==> config.mk <==
export PLATFORM = sky130hd
export DESIGN_NAME = dmem_access_flat
export DESIGN_NICKNAME = d
export VERILOG_FILES = /design/src/rtl/dmem_if.sv /design/src/rtl/dmem_access.sv /design/src/flat_wrapper.sv
export SDC_FILE = /design/constraint.sdc
export NUM_CORES = 1
export LEC_CHECK = 0
export BUFFER_PORTS_ARGS = -buffer_cell sky130_fd_sc_hd__buf_2
export CORE_MARGIN = 2
export CORE_UTILIZATION = 52
export DETAILED_ROUTE_END_ITERATION = 10
export GPL_ROUTABILITY_DRIVEN = 0
export PLACE_DENSITY = 0.89
export SYNTH_ARGS = -nofsm -noshare
export SYNTH_HDL_FRONTEND = slang
export SYNTH_SLANG_ARGS = --single-unit
==> constraint.sdc <==
create_clock -name clk -period 8.58 [get_ports clk]
set_input_delay 1.287 -clock clk [delete_from_list [all_inputs] [get_ports clk]]
set_output_delay 1.287 -clock clk [all_outputs]
set_load 0.02 [all_outputs]
==> src/rtl/dmem_if.sv <==
// Memory-stage to data-bus signal bundle shared by the pipeline, the access
// unit and the data bus.
interface dmem_if;
  logic        m_valid;
  logic        m_load;
  logic        m_store;
  logic [63:0] m_addr;
  logic [2:0]  m_size;
  logic        m_unsigned;
  logic [63:0] m_wdata;
  logic        m_advance;

  logic        dreq_valid;
  logic [63:0] dreq_addr;
  logic [2:0]  dreq_size;
  logic [7:0]  dreq_strobe;
  logic [63:0] dreq_data;

  logic        data_ok;
  logic [63:0] dresp_data;

  logic        busy;
  logic [63:0] rdata;
  logic        misalign;

  // The access unit itself is the slave; pipeline/bus models drive the master side.
  modport slave (
    input  m_valid, m_load, m_store, m_addr, m_size, m_unsigned, m_wdata, m_advance,
    input  data_ok, dresp_data,
    output dreq_valid, dreq_addr, dreq_size, dreq_strobe, dreq_data,
    output busy, rdata, misalign
  );

  modport master (
    output m_valid, m_load, m_store, m_addr, m_size, m_unsigned, m_wdata, m_advance,
    output data_ok, dresp_data,
    input  dreq_valid, dreq_addr, dreq_size, dreq_strobe, dreq_data,
    input  busy, rdata, misalign
  );
endinterface

==> src/rtl/dmem_access.sv <==
// Memory-stage data access unit: turns a load/store into a single aligned bus
// request, then aligns and extends the returned load data.
module dmem_access (
  input  logic  clk,
  input  logic  reset,
  dmem_if.slave bus
);

  typedef enum logic [1:0] {IDLE, WAIT, DONE} state_t;

  state_t      state_q, state_d;
  logic [63:0] addr_q;
  logic [2:0]  size_q;
  logic [7:0]  strobe_q;
  logic [63:0] wdata_q;
  logic [63:0] resp_q;
  logic        load_q;
  logic        unsigned_q;

  logic        access;
  logic        misalign;
  logic        mem_op;
  logic [2:0]  off;
  logic [63:0] align_mask;
  logic [7:0]  strobe_base;
  logic [7:0]  strobe_next;
  logic [63:0] wdata_shift;
  logic [63:0] resp_shift;
  logic [63:0] load_ext;

  assign off         = bus.m_addr[2:0];
  assign align_mask  = (64'd1 << bus.m_size) - 64'd1;
  assign access      = bus.m_valid & (bus.m_load | bus.m_store);
  assign misalign    = access & ((bus.m_addr & align_mask) != 64'd0);
  assign mem_op      = access & ~misalign;
  assign wdata_shift = bus.m_wdata << {off, 3'b000};

  always_comb begin
    strobe_base = 8'hFF;
    case (bus.m_size)
      3'd0:    strobe_base = 8'h01;
      3'd1:    strobe_base = 8'h03;
      3'd2:    strobe_base = 8'h0F;
      default: strobe_base = 8'hFF;
    endcase
    strobe_next = bus.m_store ? (strobe_base << off) : 8'h00;
  end

  always_comb begin
    state_d = state_q;
    case (state_q)
      IDLE:    if (mem_op)        state_d = WAIT;
      WAIT:    if (bus.data_ok)   state_d = DONE;
      DONE:    if (bus.m_advance) state_d = IDLE;
      default: state_d = IDLE;
    endcase
  end

  // Request fields are frozen at acceptance so the bus sees them stable for the whole WAIT.
  always_ff @(posedge clk or posedge reset) begin
    if (reset) begin
      state_q    <= IDLE;
      addr_q     <= 64'd0;
      size_q     <= 3'd0;
      strobe_q   <= 8'd0;
      wdata_q    <= 64'd0;
      resp_q     <= 64'd0;
      load_q     <= 1'b0;
      unsigned_q <= 1'b0;
    end else begin
      state_q <= state_d;
      if (state_q == IDLE && mem_op) begin
        addr_q     <= bus.m_addr;
        size_q     <= bus.m_size;
        strobe_q   <= strobe_next;
        wdata_q    <= wdata_shift;
        load_q     <= bus.m_load;
        unsigned_q <= bus.m_unsigned;
      end
      if (state_q == WAIT && bus.data_ok) begin
        resp_q <= bus.dresp_data;
      end
    end
  end

  assign resp_shift = resp_q >> {addr_q[2:0], 3'b000};

  always_comb begin
    load_ext = resp_shift;
    case (size_q)
      3'd0: load_ext = unsigned_q ? {56'd0, resp_shift[7:0]}
                                  : {{56{resp_shift[7]}}, resp_shift[7:0]};
      3'd1: load_ext = unsigned_q ? {48'd0, resp_shift[15:0]}
                                  : {{48{resp_shift[15]}}, resp_shift[15:0]};
      3'd2: load_ext = unsigned_q ? {32'd0, resp_shift[31:0]}
                                  : {{32{resp_shift[31]}}, resp_shift[31:0]};
      default: load_ext = resp_shift;
    endcase
  end

  // Reset gates the IDLE term so a live instruction cannot raise busy while held in reset.
  assign bus.busy        = ~reset & (((state_q == IDLE) & mem_op) | (state_q == WAIT));
  assign bus.misalign    = misalign;
  assign bus.dreq_valid  = (state_q == WAIT);
  assign bus.dreq_addr   = {addr_q[63:3], 3'b000};
  assign bus.dreq_size   = size_q;
  assign bus.dreq_strobe = strobe_q;
  assign bus.dreq_data   = wdata_q;
  assign bus.rdata       = (state_q == DONE && load_q) ? load_ext : 64'd0;

endmodule

==> src/flat_wrapper.sv <==
// flat-port wrapper written by rule: the top's interface ports become plain ports
module dmem_access_flat 
  (clk, reset, bus_m_valid, bus_m_load, bus_m_store, bus_m_addr, bus_m_size, bus_m_unsigned, bus_m_wdata, bus_m_advance, bus_data_ok, bus_dresp_data, bus_dreq_valid, bus_dreq_addr, bus_dreq_size, bus_dreq_strobe, bus_dreq_data, bus_busy, bus_rdata, bus_misalign);
  dmem_if bus_i ();
  input  logic clk;
  input  logic reset;
  input wire logic [$bits(bus_i.m_valid)-1:0] bus_m_valid;
  input wire logic [$bits(bus_i.m_load)-1:0] bus_m_load;
  input wire logic [$bits(bus_i.m_store)-1:0] bus_m_store;
  input wire logic [$bits(bus_i.m_addr)-1:0] bus_m_addr;
  input wire logic [$bits(bus_i.m_size)-1:0] bus_m_size;
  input wire logic [$bits(bus_i.m_unsigned)-1:0] bus_m_unsigned;
  input wire logic [$bits(bus_i.m_wdata)-1:0] bus_m_wdata;
  input wire logic [$bits(bus_i.m_advance)-1:0] bus_m_advance;
  input wire logic [$bits(bus_i.data_ok)-1:0] bus_data_ok;
  input wire logic [$bits(bus_i.dresp_data)-1:0] bus_dresp_data;
  output wire logic [$bits(bus_i.dreq_valid)-1:0] bus_dreq_valid;
  output wire logic [$bits(bus_i.dreq_addr)-1:0] bus_dreq_addr;
  output wire logic [$bits(bus_i.dreq_size)-1:0] bus_dreq_size;
  output wire logic [$bits(bus_i.dreq_strobe)-1:0] bus_dreq_strobe;
  output wire logic [$bits(bus_i.dreq_data)-1:0] bus_dreq_data;
  output wire logic [$bits(bus_i.busy)-1:0] bus_busy;
  output wire logic [$bits(bus_i.rdata)-1:0] bus_rdata;
  output wire logic [$bits(bus_i.misalign)-1:0] bus_misalign;
  assign bus_i.m_valid = bus_m_valid;
  assign bus_i.m_load = bus_m_load;
  assign bus_i.m_store = bus_m_store;
  assign bus_i.m_addr = bus_m_addr;
  assign bus_i.m_size = bus_m_size;
  assign bus_i.m_unsigned = bus_m_unsigned;
  assign bus_i.m_wdata = bus_m_wdata;
  assign bus_i.m_advance = bus_m_advance;
  assign bus_i.data_ok = bus_data_ok;
  assign bus_i.dresp_data = bus_dresp_data;
  assign bus_dreq_valid = bus_i.dreq_valid;
  assign bus_dreq_addr = bus_i.dreq_addr;
  assign bus_dreq_size = bus_i.dreq_size;
  assign bus_dreq_strobe = bus_i.dreq_strobe;
  assign bus_dreq_data = bus_i.dreq_data;
  assign bus_busy = bus_i.busy;
  assign bus_rdata = bus_i.rdata;
  assign bus_misalign = bus_i.misalign;
  dmem_access u_core (.clk(clk), .reset(reset), .bus(bus_i));
endmodule
# After elaboration in Yosys (flattened, before gate mapping)
# Index checks and enable logic that the tools add are counted.
word_totals:
  out_inout_bits: 206
  elab_cells: 51
  memories: 0
  romBits: 0
  ram_bits: 0
  latch_bits: 0
  reg_bits: 207
op_classes:
  shift: 4
  mux: 11
  n_reduce_logical: 8
  n_lt_le_gt_ge: 0
  add_sub_neg: 1
  div: 0
  n_bitwise: 10
  n_eq_ne: 9
  multipliers: 0
ops:
  columns: ["cell", "n"]
  rows:
  - ["2-to-1 mux 64 bit", 4]
  - ["case mux 64 bit (3 select lines)", 1]
  - ["AND 64 bit", 1]
  - ["nonzero test 64 bit", 1]
  - ["left shift 1 x 3 -> 64 bit (first input constant)", 1]
  - ["left shift 64 x 6 -> 64 bit", 1]
  - [">> shifter 64 x 6 -> 64 bit", 1]
  - ["subtractor 64 x 1 -> 64 bit (second input constant)", 1]
  - ["case mux 8 bit (3 select lines)", 1]
  - ["2-to-1 mux 8 bit", 1]
  - ["left shift 8 x 3 -> 8 bit", 1]
  - ["equality test 3 x 1 -> 1 bit (second input constant)", 2]
  - ["equality test 3 x 2 -> 1 bit (second input constant)", 2]
  - ["zero test 3 bit", 2]
  - ["2-to-1 mux 2 bit", 3]
  - ["case mux 2 bit (3 select lines)", 1]
  - ["AND 1 bit", 5]
  - ["inequality test 2 bit (second input constant)", 2]
  - ["logical AND 1 bit", 3]
  - ["AND reduction 3 bit", 1]
  - ["equality test 2 x 1 -> 1 bit (second input constant)", 1]
  - ["equality test 2 bit (second input constant)", 1]
  - ["zero test 2 bit", 1]
  - ["inequality test 2 x 1 -> 1 bit (second input constant)", 1]
  - ["2 further kinds", 4]

# Depth between registers and ports, before layout
depth:
  depth_word: 10
  depth_mapped: 12

# Least setup slack after synthesis
# OpenSTA, ideal clock, no wires.
synth_path:
  path_kind: "input port to output port"
  startpoint: "input bus_m_size[1]"
  endpoint: "output bus_busy"
  setup_slack_ns: 3.591
  t_required_ns: 7.293
  path_buffers: 4
  path_stages: 11
  arrival_ns: 3.702
  cell_sequence: "clkbuf_1 > clkbuf_1 > nand3_1 > ha_1 > inv_1 > a222oi_1 > o2111a_1 > nand4_2 > buf_4 > buf_2 > a21oi_1"
synth_between:
  elab_chain_cells: 10
synth_rtl:
  columns: ["element", "line_no", "text"]
  rows:
  - ["start, declared", "flat_wrapper.sv:11", "input wire logic [$bits(bus_i.m_size)-1:0] bus_m_size;"]
  - ["left shift 1 x 3 -> 64 bit", "dmem_access.sv:32", "assign align_mask = (64'd1 << bus.m_size) - 64'd1;"]
  - ["subtractor 64 x 1 -> 64 bit", "dmem_access.sv:32", null]
  - ["AND 64 bit", "dmem_access.sv:34", "assign misalign = access & ((bus.m_addr & align_mask) != 64'd0);"]
  - ["nonzero test 64 bit", "dmem_access.sv:34", null]
  - ["AND 1 bit", "dmem_access.sv:34", null]
  - ["NOT 1 bit", "dmem_access.sv:35", "assign mem_op = access & ~misalign;"]
  - ["AND 1 bit", "dmem_access.sv:35", null]
  - ["AND 1 bit", "dmem_access.sv:102", "assign bus.busy = ~reset & (((state_q == IDLE) & mem_op) | (state_q == WAIT));"]
  - ["bitwise OR 1 bit", "dmem_access.sv:102", null]
  - ["AND 1 bit", "dmem_access.sv:102", null]
  - ["end, declared", "flat_wrapper.sv:22", "output wire logic [$bits(bus_i.busy)-1:0] bus_busy;"]
# Every way passes these cells.

# Final worst setup path
# Same ends and word-level chain as after synthesis.

==> summary.md <==
| Metric | Value |
|---|---|
| Distinct cells, synth | `53` |
| Clock Sinks | `207` |
| Initial core utilization | `0.524` |
| Unrepaired setup endpoints after global routing | `no` |
| R2r startpoint | `u_core.state_q[1]` |
| CTS Buffer Depth | `3` |
| Seq pwr share | `0.353` |
| Largest net degree at the start of global routing | `about 140` |
| Top sig layer | `met5` |
| Pwr/cell area | `322 nW/um^2` |
| Logic gate share of total power | `0.441` |
| Mapped Cells | `approximately 1,200` |
| HPWL Detailed | `~30 mm` |
| Fin. Hold Viols | `0` |
| FMAX | `0.174 GHz` |
| Switching share of power | `0.405` |
| Clock root buffer | `clkbuf_16` |
| CP max FO | `43` |
| All-layer global routing usage | `0.306` |
| Total power | `just under 0.005 W` |
| Layout cells sized above 1 | `0.456` |
| Reg-to-Reg End | `u_core.bus.dreq_strobe[0]` |
| Worst Max-Slew Pin Slew | `~1.1 ns` |
| Slew headroom | `0.238` |
| H-tree levels | `1` |
| Critical path type | `in2out` |
| Final wirelength | `roughly 40 mm` |
| Total of max-cap violations | `0` |
| DIE WIDTH | `160 um` |
| # IOs | `409` |
| Yosys Warn Count | `0` |
| FP Rows | `57` |
| Final period util | `0.669` |
| Final setup viols | `0` |
| Sw Pwr | `between 0.0015 and 0.002 W` |
| Final #Nets | `approximately 1,700` |
| Register area share after synthesis | `0.410` |
| Area delta synth->final | `19.3%` |
| Pre-antenna DRT Iters | `5` |
| Clock Power Share | `0.206` |
| Startpoint Class | `input pin` |
| CP Capture Type | `output pin` |
| Hold crit path type | `reg2reg` |
| Total length of routed met3 wires | `3.65 mm` |
| CTS tree | `yes` |
| P_leak | `about 8 nW` |
| Worst vdd ir | `~230 uV` |
| Max-slew violation count | `0` |
| Total grt overflow | `0` |
| Detail Route Antenna Nets | `0` |
| Minimum clock period after layout | `5.74 ns` |
| Total CTS buffers | `24` |
| Total negative setup slack | `0 ns` |
| Die area | `about 26,000 um^2` |
| IO buf count | `a little over 400` |
| Vias per cell | `5.94` |
| Async SR Flop Fraction | `1.00` |
| Synth area leaders | `dfrtp_1, mux2_2, mux2i_1` |
| Synth top area share | `0.410` |
| CTS Hold Bufs | `0` |
| Hold Startpoint | `u_core.bus.dreq_data[22]` |
| CP Data Arrival Time | `4.46 ns` |
| Main flop type after synthesis | `dfrtp_1` |
| Hold depth | `1` |
| First-pass GRT wire length | `a little over 60 mm` |
| Reg-to-reg slack, setup | `slightly above 5 ns` |
| Met2 routed WL | `approximately 20 mm` |
| Worst-path clk slew | `0.06 ns` |
| DR iter-0 viols | `between 1,000 and 1,500` |
| Synthesized area | `around 13,000 um^2` |
| Vias in the first global route | `roughly 11,000` |
| Post-synthesis register bit count | `between 200 and 250` |
| Die height | `about 160 um` |
| Pint | `0.00289 W` |
| Post-CTS Resized | `0` |
| Antenna violations before repair | `4` |
| Via Count | `roughly 11,000` |
| Wl on met1 | `between 15 and 20 mm` |
| Core Area | `approximately 24,000 um^2` |
| Skew final | `between 0.02 and 0.025 ns` |
| EDFF count, synth | `0` |
| Clock Latency Late Sink | `about 0.53 ns` |
| Post-CTS setup buffer count | `0` |
| Required @ worst endpoint | `roughly 7.3 ns` |
| Cell taking the most area after synthesis | `dfrtp_1` |
| Path depth of the worst reg2reg path | `5` |
| # DRC | `0` |
| Outcome | `finished clean` |
| Drt wl/cell | `22.0 um` |
| Syn_area_per_cell | `roughly 10 um^2` |
| WHS Endpoint | `u_core.bus.dreq_data[22]` |
-- worst max-delay path, stage by stage --
cell      delay (ns)
buf_2           0.20
or3_1           0.43
ha_1            0.31
inv_1           0.04
a222oi_1        0.43
o2111a_1        0.34
nand4_4         0.78
a21oi_1         0.42
buf_2           0.21
-- kinds of logic (layout without fill, tap and decap cells) --
logic type      Yosys count  count (layout)  share of synthesized area
mux                     329             329                      0.309
simple gates            278             278                     0.0965
compound gates          221             221                      0.103
flops                   207             207                      0.410
buf+inv                 184             486                     0.0788
fa+ha+maj                 2               2                    0.00198
other cells               1               6                   0.000297
xor+xnor                  1               1                   0.000693
-- power by group through the flow --
stage	combinational (W)	sequential [W]	clock, W
after CTS	0.00212	0.00170	0.00102
after global placement	0.00206	0.00168	0
after detailed placement	0.00211	0.00171	0
after global routing	0.00228	0.00174	0.00106
after floorplan	0.00154	0.00173	0
final	0.00214	0.00171	0.00100
-- synthesized netlist by cell type (3+ instances only) --
cell	instances
nor2b_1	13
nor2_1	124
and3_1	8
mux2i_1	93
o22ai_1	10
or2_2	4
dfrtp_1	207
inv_1	25
buf_4	65
nand3_1	3
mux2_4	50
mux2_2	175
buf_6	5
clkbuf_1	53
buf_1	15
mux4_2	11
nand2_1	82
or3_1	3
buf_2	19
nor3_1	10
a211oi_1	16
o211ai_1	16
a21oi_1	96
nor4_1	7
nand2b_1	15
o21ai_0	52
a21o_1	9
a2bb2oi_1	7
-- how the worst max path moves through the flow --
stage	cells after the start	start	end	slack, ns
after global routing	9	bus_m_size[1]	bus_busy	2.70
final	9	bus_m_size[1]	bus_busy	2.84
after CTS	9	bus_m_size[1]	bus_busy	2.89
after floorplan	1	reset	u_core.addr_q[0]	1.64
after global placement	9	bus_m_size[1]	bus_busy	3.14
after detailed placement	9	bus_m_size[1]	bus_busy	3.01
-- metrics by stage --
step	utilization	cells	cell area (um^2)	setup slack (ns)	hold slack (ns)
floorplan	-	1225	12600	1.64	0.475
global placement	0.593	1808	14300	3.14	0.483
detailed placement	0.593	1808	14300	3.01	0.488
CTS	0.625	1851	15100	2.89	0.502
global route	0.625	1853	15100	2.70	0.514
finish	0.625	1854	15100	2.84	0.497
-- state kept, by name, indices dropped and copies added, names as in the netlist --
register,count
u_core.resp_q,64
u_core.load_q,1
u_core.bus.dreq_size,3
u_core.bus.dreq_data,64
u_core.unsigned_q,1
u_core.state_q,2
u_core.addr_q,64
u_core.bus.dreq_strobe,8
-- routing by layer --
layer / up-vias / global-route usage
met3: 162 / 0.0634
met1: 5289 / 0.372
met2: 748 / 0.528
met4: 4 / 0.135
li1: 4808 / -
met5: - / 0
-- final cells by class --
type	count	area, um^2
repair buffers	416	2110
multi-input cells	834	6480
inverters	27	109
well taps	324	405
diodes	3	7.51
clock buffers	35	652
clock inverters	8	118
flip-flops and latches	207	5180
fillers	1926	9030
-- cells in the final DEF (no fill, tap or decap), drive strengths merged, types with 3 or more instances in the layout --
master,instances
or2,4
nor2b,13
nand2b,15
a21o,9
mux2i,93
dfrtp,207
o211ai,16
o21ai,52
and3,8
or3,3
nor2,124
nand2,82
clkinv,7
nor3,10
a2bb2oi,7
a21oi,96
clkbuf,35
o22ai,10
mux2,225
buf,416
conb,3
inv,25
nand3,3
diode,3
a211oi,16
mux4,11
nor4,7
Note: power is estimated with default switching activity, not from simulation.
